<file path="src/rtl/rr_pkg.sv">
// rr_pkg: shared constants and grant-decode helpers for the round-robin request issuer
package rr_pkg;
    localparam int NUM_REQ = 4;
    localparam int SRC_W = 2;
    function automatic logic onehot(input logic [NUM_REQ-1:0] v);
        return (v != '0) && ((v & (v - NUM_REQ'(1))) == '0);
    endfunction
    function automatic logic [SRC_W-1:0] encode(input logic [NUM_REQ-1:0] v);
        logic [SRC_W-1:0] idx;
        idx = '0;
        for (int i = 0; i < NUM_REQ; i++) if (v[i]) idx = SRC_W'(i);
        return idx;
    endfunction
endpackage

</file>
<file path="src/rtl/rr_req_fifo.sv">
// rr_req_fifo: per-channel request queue with registered occupancy count
module rr_req_fifo #(
    parameter int DATA_W = 8,
    parameter int DEPTH = 4,
    localparam int CNT_W = $clog2(DEPTH + 1)
) (
    input  logic              clk,
    input  logic              rst,
    input  logic              push,
    input  logic [DATA_W-1:0] push_data,
    input  logic              pop,
    output logic [DATA_W-1:0] head_data,
    output logic [CNT_W-1:0]  count,
    output logic              full
);
    localparam int PTR_W = $clog2(DEPTH);
    logic [DATA_W-1:0] mem_q [DEPTH];
    logic [PTR_W-1:0] wr_q, rd_q;
    logic [CNT_W-1:0] cnt_q, cnt_d;
    logic do_push, do_pop;
    always_comb begin
        do_push = push && !full;
        do_pop = pop && cnt_q != '0;
        cnt_d = cnt_q + CNT_W'(do_push) - CNT_W'(do_pop);
    end
    assign full = cnt_q == CNT_W'(DEPTH);
    assign count = cnt_q;
    assign head_data = mem_q[rd_q];
    always_ff @(posedge clk or posedge rst) begin
        if (rst) begin
            wr_q <= '0;
            rd_q <= '0;
            cnt_q <= '0;
        end else begin
            if (do_push) wr_q <= wr_q + PTR_W'(1);
            if (do_pop) rd_q <= rd_q + PTR_W'(1);
            cnt_q <= cnt_d;
        end
    end
    always_ff @(posedge clk) if (do_push) mem_q[wr_q] <= push_data;
endmodule

</file>
<file path="src/rtl/rr_request_issuer.sv">
// rr_request_issuer: queues four client channels, requests the arbiter and issues one beat per grant
module rr_request_issuer
    import rr_pkg::*;
#(
    parameter int DATA_W = 8,
    parameter int DEPTH = 4
) (
    input  logic                      clk,
    input  logic                      rst,
    input  logic [NUM_REQ-1:0]        in_valid,
    input  logic [NUM_REQ*DATA_W-1:0] in_data,
    output logic [NUM_REQ-1:0]        in_ready,
    output logic [NUM_REQ-1:0]        req_sigs,
    input  logic [NUM_REQ-1:0]        grant_sigs,
    output logic                      out_valid,
    output logic [DATA_W-1:0]         out_data,
    output logic [SRC_W-1:0]          out_src,
    output logic                      stale_grant,
    output logic                      grant_err
);
    localparam int CNT_W = $clog2(DEPTH + 1);
    logic [CNT_W-1:0] cnt [NUM_REQ];
    logic [DATA_W-1:0] head [NUM_REQ];
    logic [NUM_REQ-1:0] full, pop;
    logic grant_oh, any_pop;
    logic [SRC_W-1:0] src_d;
    logic out_valid_q, stale_q, err_q;
    logic [DATA_W-1:0] out_data_q;
    logic [SRC_W-1:0] out_src_q;
    assign grant_oh = onehot(grant_sigs);
    assign src_d = encode(grant_sigs);
    assign any_pop = |pop;
    for (genvar i = 0; i < NUM_REQ; i++) begin : g_ch
        assign pop[i] = grant_sigs[i] && grant_oh && cnt[i] != '0;
        // last entry withdraws its request in the cycle it pops, hiding the arbiter's grant lag
        assign req_sigs[i] = (cnt[i] > CNT_W'(1)) || (cnt[i] == CNT_W'(1) && !pop[i]);
        assign in_ready[i] = !full[i];
        rr_req_fifo #(.DATA_W(DATA_W), .DEPTH(DEPTH)) u_fifo (
            .clk(clk),
            .rst(rst),
            .push(in_valid[i] && in_ready[i]),
            .push_data(in_data[i*DATA_W +: DATA_W]),
            .pop(pop[i]),
            .head_data(head[i]),
            .count(cnt[i]),
            .full(full[i])
        );
    end
    always_ff @(posedge clk or posedge rst) begin
        if (rst) begin
            out_valid_q <= 1'b0;
            out_data_q <= '0;
            out_src_q <= '0;
            stale_q <= 1'b0;
            err_q <= 1'b0;
        end else begin
            out_valid_q <= any_pop;
            if (any_pop) begin
                out_data_q <= head[src_d];
                out_src_q <= src_d;
            end
            stale_q <= grant_oh && !any_pop;
            err_q <= grant_sigs != '0 && !grant_oh;
        end
    end
    assign out_valid = out_valid_q;
    assign out_data = out_data_q;
    assign out_src = out_src_q;
    assign stale_grant = stale_q;
    assign grant_err = err_q;
endmodule

</file>
<file path="config.mk">
export PLATFORM = sky130hd
export DESIGN_NAME = rr_request_issuer
export DESIGN_NICKNAME = d
export VERILOG_FILES = /design/src/rtl/rr_pkg.sv /design/src/rtl/rr_req_fifo.sv /design/src/rtl/rr_request_issuer.sv
export SDC_FILE = /design/constraint.sdc
export NUM_CORES = 1
export LEC_CHECK = 0
export ABC_AREA = 0
export CAP_MARGIN = 40
export CORE_UTILIZATION = 51
export DETAILED_ROUTE_END_ITERATION = 10
export PLACE_DENSITY = 0.72
export SYNTH_ARGS = -nofsm -noshare
export SYNTH_HDL_FRONTEND = slang
export SYNTH_SLANG_ARGS = --single-unit
</file>
<file path="constraint.sdc">
create_clock -name clk -period 2.4 [get_ports clk]
set_input_delay 0.48 -clock clk [delete_from_list [all_inputs] [get_ports clk]]
set_output_delay 0.48 -clock clk [all_outputs]
set_load 0.02 [all_outputs]
</file>
* Yosys cells after proc, flatten, opt, wreduce, memory -nomap -nowiden
Memories as Yosys holds them, arrays and structs flattened. Cells that the tools add are included.
Storage, ports and cells: register bits 41, memory bits (writable) 128, input port bits 42, output and inout bits 21, word-level logic and storage cells 115, memories kept 4
Operators by class: add/sub/neg operators 17, magnitude comparators 5, equal/unequal tests 8, muxes and demuxes 14, bitwise operators 2, reduce and logical (&&, ||, !) cells 48
Memories:
- g_ch[0].u_fifo.mem_q | words 4, bits a word 8, rd ports 1, clocked after Yosys merged registers in 0, wr ports 1, RTL line rr_req_fifo.sv:17 | logic [DATA_W-1:0] mem_q [DEPTH];
- g_ch[1].u_fifo.mem_q | words 4, bits a word 8, rd ports 1, clocked after Yosys merged registers in 0, wr ports 1, RTL line rr_req_fifo.sv:17
- g_ch[2].u_fifo.mem_q | words 4, bits a word 8, rd ports 1, clocked after Yosys merged registers in 0, wr ports 1, RTL line rr_req_fifo.sv:17
- g_ch[3].u_fifo.mem_q | words 4, bits a word 8, rd ports 1, clocked after Yosys merged registers in 0, wr ports 1, RTL line rr_req_fifo.sv:17
Operators by type and width (number):
- 1-bit logical AND | 27
- 2-bit by 1-bit adder with 2-bit output (second input constant) | 8
- 8-bit binary-select mux with 2-bit select | 1
- 8-bit two-way mux | 2
- 3-bit by 1-bit adder with 3-bit output | 4
- 3-bit by 1-bit equality test with 1-bit output (second input constant) | 4
- 3-bit equality test (second input constant) | 4
- 3-bit by 1-bit > comparator with 1-bit output (second input constant) | 4
- 3-bit nonzero test | 4
- 3-bit by 1-bit subtractor with 3-bit output | 4
- 1-bit zero test | 10
- 1-bit two-way mux | 9
- 4-bit bitwise AND | 1
- 4-bit zero test | 1
- 1-bit logical OR | 4
- 2-bit two-way mux | 2
- 4-bit nonzero test | 1
- 4-bit OR reduction | 1
- 4-bit by 1-bit subtractor with 4-bit output (second input constant) | 1
- 3-bit >= comparator (second input constant) | 1
- 2-bit inverter with 3-bit output | 1

* Logic depth before layout (Yosys ltp)
depth after elaboration 9, gate-level depth with buffers 10, depth with buffers taken out 8

* By module
Synthesis repeated with hierarchy kept, for this count alone.
Second synthesis, totals: cells, all modules 431, area total of the unflattened synthesis 7511.0 um2
By module, submodules not included:
- rr_req_fifo | instances 4, cells each 82, area each 1624.1 um2, sequential area each 1136.1 um2
- rr_request_issuer | instances 1, cells each 103, area each 1014.7 um2, sequential area each 325.3 um2

* Least setup slack after synthesis
Ideal clock, no wire load.
kind input to register, start input grant_sigs[2], end register g_ch[1].u_fifo.cnt_q[2], setup time 0.122 ns, arrival time 2.422 ns, required time 2.278 ns, path slack -0.144 ns, stages on the path 10, cell sequence buf_6 nor3b_2 nor3b_4 buf_4 ha_1 inv_1 ha_1 inv_1 fa_1 xor2_1
Between the ends: cells in the longest elaborated chain, start to end 8
RTL lines:
- start: declaration | RTL line rr_request_issuer.sv:14 | input logic [NUM_REQ-1:0] grant_sigs,
- 4-bit by 1-bit subtractor with 4-bit output | RTL line rr_pkg.sv:6 | return (v != '0) && ((v & (v - NUM_REQ'(1))) == '0);
- 4-bit bitwise AND | RTL line rr_pkg.sv:6
- 4-bit zero test | RTL line rr_pkg.sv:6
- 1-bit logical AND * | RTL line rr_pkg.sv:6
- 1-bit logical AND * (2 in series) | RTL line rr_request_issuer.sv:34 | assign pop[i] = grant_sigs[i] && grant_oh && cnt[i] != '0;
- 1-bit logical AND * | RTL line rr_req_fifo.sv:23 | do_pop = pop && cnt_q != '0;
- named net g_ch[1].u_fifo.do_pop | RTL line rr_req_fifo.sv:20 | logic do_push, do_pop;
- 3-bit by 1-bit subtractor with 3-bit output * | RTL line rr_req_fifo.sv:24 | cnt_d = cnt_q + CNT_W'(do_push) - CNT_W'(do_pop);
- named net g_ch[1].u_fifo.cnt_d[2] | RTL line rr_req_fifo.sv:19 | logic [CNT_W-1:0] cnt_q, cnt_d;
- end signal: assignment | RTL line rr_req_fifo.sv:37 | cnt_q <= cnt_d;
- end: declaration | RTL line rr_req_fifo.sv:19
The timed path passes the listed nets; every way through them passes the cells marked *. A chain may end at the register's enable or synchronous reset.

* Worst setup path in the final report
start input grant_sigs[0], end output req_sigs[2]
Between the ends: cells in the longest elaborated chain, start to end 9
RTL lines:
- 4-bit by 1-bit subtractor with 4-bit output | RTL line rr_pkg.sv:6
- 4-bit bitwise AND | RTL line rr_pkg.sv:6
- 4-bit zero test | RTL line rr_pkg.sv:6
- 1-bit logical AND * | RTL line rr_pkg.sv:6
- 1-bit logical AND * (2 in series) | RTL line rr_request_issuer.sv:34
- 1-bit zero test * | RTL line rr_request_issuer.sv:36 | assign req_sigs[i] = (cnt[i] > CNT_W'(1)) || (cnt[i] == CNT_W'(1) && !pop[i]);
- 1-bit logical AND * | RTL line rr_request_issuer.sv:36
- 1-bit logical OR * | RTL line rr_request_issuer.sv:36
- end: declaration | RTL line rr_request_issuer.sv:13 | output logic [NUM_REQ-1:0] req_sigs,
Every way passes the cells marked *; elsewhere a longest branch is shown, timed or not.

==> results.yml <==
synthesis:
  synth_nets: 509
  ys.flop_type: "edfxtp_1"
  syn_area_per_cell_um2: 16.4
  synthCells: 435
  synth_seq_area_share_pct: 68.3
  synth-async-reset-ratio_pct: 24.3
  ys_types: 44
  synthesis.area_um2: 7130
  ys_seq_elements: 169
  synth_edf_count: 128
  yosys_warnings: 0
route:
  routed-via-count: 3973
  dr.pass1.iters: 5
  drt_wl_total_mm: 13.6
  viasPerCell: 5.53
  ant_nets: 0
  wl_per_cell_um: 19.0
  drc: 0
  drt-initial-drc-count: 254
grt:
  grt_pass1_wl_mm: 21.9
  grt_pass1_vias: 4164
  grt_usage_pct: 20.9
  grt.overflow.total: 0
  grt_max_degree: 21
  antenna_found_initial: 0
critical_path:
  cp_max_fo: 6
  crit_path_end_kind: "output port"
  crit_arrival_ns: 1.86
  cp_slowest_stage_delay_ns: 0.54
  start_kind: "input port"
  path_cells: "dlygate4sd2_1 > or4b_4 > buf_12 > nand4_1 > nand2_1 > clkdlybuf4s15_2"
  slowest_stage: "or4b_4"
  cp.required_ns: 1.92
  worstSetupPathType: "input port to output port"
floorplan:
  core_area_um2: 13500
  fp.dieH_um: 120
  initial_core_util_pct: 53.0
  rows: 42
  design.die.area_um2: 14500
  ios: 63
  die_x_um: 120
sta:
  timing.final.crit_share_pct: 97.3
  rsz0062_at_grt: "false"
  setup_ws_ns: 0.0641
  min_period_ns: 2.34
  tightest_slew_ns: 0.629
  finalSetupViolations: 0
  fmax_ghz: 0.428
  drv_slew: 0
  hold_violations: 0
  clock_skew_ns: 0.0100
  slew_headroom_pct: 58.0
  tns_ns: 0
placed_design:
  gp_routability_congestion: 0.754
  dp_hpwl_mm: 9.65
  portBuffers: 62
  post_dp_cell_area_um2: 8150
  pre_cts_slack_ns: -0.546
clock_tree:
  clockBufferDepth: 2
  cts_tree: "built"
  clk_pin_slew_ns: 0.06
  htreeDepth: 4
  clock_latency_ns: 0.42
  numCtsBuffers: 17
  cts_sinks: 169
  cts_setup_buffers: 0
  clock-root-buffer: "clkbuf_16"
final_layout:
  syn_to_final_growth_pct: 23.0
  multiInputGateArea_um2: 2060
  diodes: 0
  drive_gt1_share_pct: 17.3
  fin_area_um2: 8770
  nNetsFinal: 604
  num-fill-cells: 981
  register_area_um2: 4870
power:
  leakage_nw: 3.37
  power_density_nw_per_um2: 1180
  peakVddDrop_uv: 685
status:
  outcome: "complete, no violations"
run:
  drv_cap: 0
worst_hold_path:
  min_path_type: "input port to asynchronous set/reset pin"
==> registers in the layout, indices dropped and copies added (netlist names) <==
signal             flops
g_ch.u_fifo.wr_q       8
out_valid              1
g_ch.u_fifo.rd_q       8
g_ch.u_fifo.mem_q    128
stale_grant            1
out_data               8
grant_err              1
g_ch.u_fifo.count     12
out_src                2
==> placed cells by master, fill, tap and decap left out, types with 3 or more instances in the layout <==
cell,synthesis,routed
a211oi_1,8,8
a31oi_1,8,8
and2_0,4,4
and3_1,16,16
buf_4,3,29
bufinv_16,0,4
clkbuf_16,0,17
clkdlybuf4s50_1,0,54
clkinvlp_4,0,3
dfrtp_1,41,41
dlygate4sd2_1,0,5
edfxtp_1,128,128
fa_1,4,4
ha_1,28,28
inv_1,34,33
inv_6,0,3
mux2_2,4,4
mux2i_1,32,32
mux4_2,16,16
nand2_1,15,15
nand3_1,4,4
nor2_1,6,5
nor3_1,6,5
nor4_1,8,8
o21ai_0,4,4
o22ai_1,16,16
xnor2_1,10,10
xor2_1,7,7
==> path summary, 6_finish.rpt <==
| path | cells after the start | to | startpoint | slack (ns) |
|---|---|---|---|---|
| hold / removal | 2 | g_ch[2].u_fifo.count[1] | rst | 0.23 |
| setup / recovery | 6 | req_sigs[2] | grant_sigs[0] | 0.06 |
| min in group clk | 1 | g_ch[2].u_fifo.rd_q[1] | g_ch[2].u_fifo.rd_q[1] | 0.48 |
| hold reg to reg | 1 | g_ch[2].u_fifo.rd_q[1] | g_ch[2].u_fifo.rd_q[1] | 0.48 |
| setup reg to reg | 8 | g_ch[1].u_fifo.count[2] | g_ch[1].u_fifo.count[1] | 0.28 |
| max in group asynchronous | 3 | out_data[7] | rst | 1.71 |
==> area by class of cell <==
class | count | area share (%)
flip-flops and latches | 169 | 55.5
clock buffers | 18 | 4.89
well taps | 176 | 2.51
repair buffers | 93 | 9.90
multi-input cells | 215 | 23.5
inverters | 34 | 1.45
clock inverters | 14 | 2.23
==> power by group <==
part,switching [mW],leakage (nW),internal (mW)
clock,1.11,0.295,1.75
sequential,0.504,1.65,3.98
combinational,1.60,1.42,1.44
total,3.21,3.37,7.17
==> routing by layer <==
| layer | part of all wire (%) | wire length (um) | vias up | global-route usage, % |
|---|---|---|---|---|
| li1 | - | - | 1844 | - |
| met5 | 0 | 0 | - | 0 |
| met3 | 4.4 | 606 | 25 | 4.95 |
| met2 | 50 | 6800 | 101 | 33.8 |
| met1 | 43 | 5920 | 2003 | 27.3 |
| met4 | 2.3 | 307 | 0 | 8.49 |
==> synthesized netlist by cell type, drive strengths merged, types with 7 or more instances <==
master | number | area [um^2]
nand2 | 15 | 56.3
a211oi | 8 | 60.1
xnor2 | 10 | 87.6
mux2i | 32 | 320
a31oi | 8 | 50.1
and3 | 16 | 100
nor4 | 8 | 50.1
xor2 | 7 | 61.3
inv | 34 | 128
o22ai | 17 | 120
dfrtp | 41 | 1030
edfxtp | 128 | 3840
ha | 28 | 350
mux4 | 16 | 360
buf | 16 | 103
==> cell families after synthesis <==
kind of cell	share of synthesized area (%)
AO/OA/AOI/OAI	4.11
XOR/XNOR	2.09
adder cells (fa/ha/maj)	6.18
buffers and inverters	3.28
flip-flops	68.3
multiplexers	10.2
AND/OR/NAND/NOR	5.86
==> timing repair <==
| item | CTS | global route |
|---|---|---|
| pin swaps | 1 | 1 |
| endpoints found under the hold margin | 0 | 0 |
| gates resized for setup | 17 | 0 |
| endpoints found under the setup margin | 10 | 1 |
| hold buffers | 0 | 0 |
==> stage by stage <==
stage	util, %	power (mW)	hold WS (ns)	std cells
floorplan	-	6.45	0.474	435
global placement	60.5	7.49	0.469	687
detailed placement	60.5	7.62	0.475	687
CTS	65.2	10.5	0.213	719
global route	65.2	11.0	0.229	719
finish	65.2	10.4	0.228	719
==> critical path: cells and delay by family <==
kind                   cells  cell delay, ns
buffers and inverters      3            0.70
and+or+nand+nor            3            0.67
No activity file was read; power rests on OpenSTA's default activity.
